===== src/rtl/contador_de_bits_param.sv =====
// Parametrised bit counter: captures a word, counts bits matching a selectable
// criterion LANES bits per cycle, and holds the count on a valid/ready output.
module contador_de_bits_param #(
    parameter int WIDTH = 8,
    parameter int LANES = 1,
    parameter int CW    = $clog2(WIDTH + 1)
) (
    input  logic             clk,
    input  logic             reset,
    input  logic             valid_in,
    input  logic [WIDTH-1:0] data_in,
    input  logic [1:0]       modo,
    output logic             read_in,
    output logic             valid_out,
    input  logic             ready_out,
    output logic [CW-1:0]    data_out,
    output logic [1:0]       estados
);

    localparam int IW = $clog2(WIDTH + LANES + 1);
    localparam logic [WIDTH-1:0] LANE_MASK = {WIDTH{1'b1}} >> (WIDTH - LANES);

    typedef enum logic [1:0] {
        IDLE  = 2'd0,
        COUNT = 2'd1,
        DONE  = 2'd2
    } state_t;

    state_t           state;
    state_t           state_next;
    logic [WIDTH-1:0] word;
    logic             target;
    logic             target_in;
    logic [IW-1:0]    idx;
    logic [CW-1:0]    acc;
    logic [CW-1:0]    beat_sum;
    logic [WIDTH-1:0] window;
    logic [WIDTH-1:0] range_mask;
    logic             last_beat;

    // Modes 00/01 reduce to a constant target bit; 10/11 take it from the word.
    always_comb begin
        target_in = 1'b1;
        case (modo)
            2'b00:   target_in = 1'b1;
            2'b01:   target_in = 1'b0;
            2'b10:   target_in = data_in[WIDTH-1];
            default: target_in = data_in[0];
        endcase
    end

    // range_mask drops lane positions past the top of the word in the last beat.
    always_comb begin
        window     = word >> idx;
        range_mask = {WIDTH{1'b1}} >> idx;
        beat_sum   = CW'($countones((target ? window : ~window) & LANE_MASK & range_mask));
        last_beat  = (int'(idx) + LANES) >= WIDTH;
    end

    always_ff @(posedge clk or negedge reset) begin
        if (!reset) begin
            state <= IDLE;
        end else begin
            state <= state_next;
        end
    end

    always_comb begin
        state_next = state;
        case (state)
            IDLE:    if (valid_in)  state_next = COUNT;
            COUNT:   if (last_beat) state_next = DONE;
            DONE:    if (ready_out) state_next = IDLE;
            default: state_next = IDLE;
        endcase
    end

    always_ff @(posedge clk or negedge reset) begin
        if (!reset) begin
            word     <= '0;
            target   <= 1'b0;
            idx      <= '0;
            acc      <= '0;
            data_out <= '0;
        end else begin
            case (state)
                IDLE: begin
                    if (valid_in) begin
                        word   <= data_in;
                        target <= target_in;
                        acc    <= '0;
                        idx    <= '0;
                    end
                end
                COUNT: begin
                    acc <= acc + beat_sum;
                    idx <= idx + IW'(LANES);
                    if (last_beat) begin
                        data_out <= acc + beat_sum;
                    end
                end
                default: ;
            endcase
        end
    end

    always_comb begin
        read_in   = (state == IDLE);
        valid_out = (state == DONE);
        estados   = state;
    end

endmodule


===== config.mk =====
export PLATFORM = sky130hd
export DESIGN_NAME = contador_de_bits_param
export DESIGN_NICKNAME = d
export VERILOG_FILES = /design/src/rtl/contador_de_bits_param.sv
export SDC_FILE = /design/constraint.sdc
export NUM_CORES = 1
export LEC_CHECK = 0
export CORE_MARGIN = 2
export CORE_UTILIZATION = 45
export DETAILED_ROUTE_END_ITERATION = 12
export GPL_TIMING_DRIVEN = 0
export PLACE_DENSITY = 0.79
export SLEW_MARGIN = 25
export SYNTH_ARGS = -nofsm -noshare
export SYNTH_HDL_FRONTEND = slang
export SYNTH_SLANG_ARGS = --single-unit

===== constraint.sdc =====
create_clock -name clk -period 2.5 [get_ports clk]
set_input_delay 0.5 -clock clk [delete_from_list [all_inputs] [get_ports clk]]
set_output_delay 0.5 -clock clk [all_outputs]
set_load 0.1 [all_outputs]

==> metrics.txt <==
outcome=finished clean; CP Launch Type=register; Yosys cell types=30; num rows=18; CTS clk-pin slew, worst paths=130 ps; cells after synthesis=102; DP HPWL=1450 µm; CP top delay family=buffers and inverters; Max clock buf depth=2; Multi-input gate area=547 µm²; die area=2990 µm²; CTS tree=done; hold crit path type=input pin to asynchronous set/reset pin; Post-CTS Hold Fix Bufs=0; CP bufs+invs=1; skew final=4.39 ps; Tmin final=2440 ps; Starting DRT DRC Count=8; CP Class=register to primary output; die height=54.7 µm; die span in x=54.7 µm; DRC Markers=0; # setup viols final=0; max cap viols=0; final hold violation count=0; Synth Register Bits=23; final-layout fill cell count=199; Critical Path RT=2000 ps; most frequent cells in the layout=dfrtp_1 (23), clkdlybuf4s50_1 (17), nand2_1 (12), mux2_2 (11), o21ai_0 (9); CTS root buf=clkbuf_4; critical path arrival=around 1900 ps; I/O pin cnt=22; Avg Synthesized Cell Area=11.3 µm²; Fmax=410 MHz; unrepaired setup endpoints after global routing=false; wire length per cell=12.2 µm; Post-Syn Nets=120; CTS H-tree lvls=1; vias in the first global route=702; relative slew slack=0.353; CP endpoint kind=primary output; ANT nets after route=0; Port-buffer cells=21; first-pass GRT wire length=2970 µm; initial antenna violation count=0; clock latency on the worst-skew pair=320 ps; Final Cycle Share=0.976; CTS Buf Count=3; Num Clock Sinks=23; gpl congestion=0.710; nets=146; Final Max Tran Viols=0; diode count=0; sequential fraction of the synthesis area=0.497; DRT Wirelength=1920 µm; commonest non-fill, non-tap cell in the layout=dfrtp_1; first-pass detailed-route iteration total=4; grt total ovfl=0; Initial Util=0.471; register area=approximately 580 µm²; CP max-delay cell=clkdlybuf4s50_1; Synth Warn #=0; largest net degree at the start of global routing=24; vias post-DR=~790; Core Area=2450 µm²; measured slew at the worst slew-check pin=a little under 1000 ps; TNS Setup=0 ps; Total GRT Usage=0.143; layout overhead on the synthesized area=23.8%; slowest cell delay on critical path=1170 ps; synthesized area=~1200 µm²; share of cells above drive strength 1=0.244; worst-path fanout max=6; worst-path cell chain=clkdlybuf4s50_1; vias per inst=between 5 and 6
[Yosys cell counts (all sizes together)]
| cell type | instances | share of area |
|---|---|---|
| nand3 | 2 | 0.013 |
| nor2b | 3 | 0.016 |
| xor2 | 2 | 0.015 |
| xnor2 | 1 | 0.0076 |
| a21o | 1 | 0.0076 |
| and2b | 1 | 0.0076 |
| dfrtp | 23 | 0.50 |
| ha | 4 | 0.043 |
| o21bai | 1 | 0.0065 |
| buf | 4 | 0.025 |
| nor2 | 6 | 0.019 |
| nand3b | 1 | 0.0065 |
| o22ai | 1 | 0.0054 |
| mux2i | 3 | 0.026 |
| a21oi | 4 | 0.017 |
| mux2 | 14 | 0.15 |
| and2 | 1 | 0.0076 |
| nand2b | 2 | 0.011 |
| inv | 1 | 0.0032 |
| o21ai | 9 | 0.039 |
| clkbuf | 2 | 0.0065 |
| a22oi | 1 | 0.0065 |
| nor3b | 1 | 0.011 |
| nand2 | 12 | 0.039 |
| o311a | 1 | 0.0097 |
| a32oi | 1 | 0.0076 |
[timing repair]
action                                  in CTS  in global routing
endpoints found under the setup margin       2                  1
setup buffers                                0                  0
resized for setup                            2                  1
[metal layers]
layer  share of wire  wire, µm  vias to the layer above  global-route usage
li1                -         -                      405                   -
met4           0.019        36                        0              0.0792
met3           0.024        46                        5              0.0246
met5               0         0                        -                   0
met1            0.45       867                      373               0.175
met2            0.51       972                       10               0.236
[state kept, by name, summed over array words and instances, names as in the netlist]
signal / cells
acc: 4
data_out: 4
estados: 2
idx: 4
target: 1
word: 8
[area by class of cell]
class                      instances  share of cell area
buffer                             6              0.0253
multi-input combinational         72               0.382
sequential                        23               0.402
clock inverter                     1             0.00349
inverter                           1             0.00262
tap                               30              0.0262
clock buffer                       3              0.0157
timing repair buffer              21               0.143
[final timing paths]
| kind | startpoint | endpoint | slack (ps) | cells past startpoint |
|---|---|---|---|---|
| max in group asynchronous | reset | idx[0] | 2040 | 1 |
| hold reg to reg | word[2] | word[2] | 520 | 1 |
| hold / removal | reset | estados[0] | 130 | 1 |
| setup / recovery | estados[1] | estados[1] | 60 | 1 |
| min in group clk | word[2] | word[2] | 520 | 1 |
| setup reg to reg | idx[0] | data_out[1] | 130 | 7 |
[metrics by stage]
stage                util  hold WS (ps)  cell area [µm²]  setup slack (ps)  instances
finish              0.584           127             1430              59.7        157
CTS                 0.585           526             1440              21.9        157
global placement    0.574           490             1410               157        153
global route        0.584           163             1430              1.71        157
detailed placement  0.574           497             1410               145        153
floorplan               -           204             1160              14.8        102
[cell families (layout without fill, tap and decap cells)]
logic type	after synthesis	count (layout)	synth area share
compound gates	19	19	0.0995
xor+xnor	3	3	0.0227
fa+ha+maj	4	4	0.0432
buf+inv	7	32	0.0346
flops	23	23	0.497
mux	17	17	0.172
simple gates	29	29	0.131
Power is left out: the tool's default activity adds up to more than one toggle a clock period on the data nets, which glitch-free logic cannot reach.
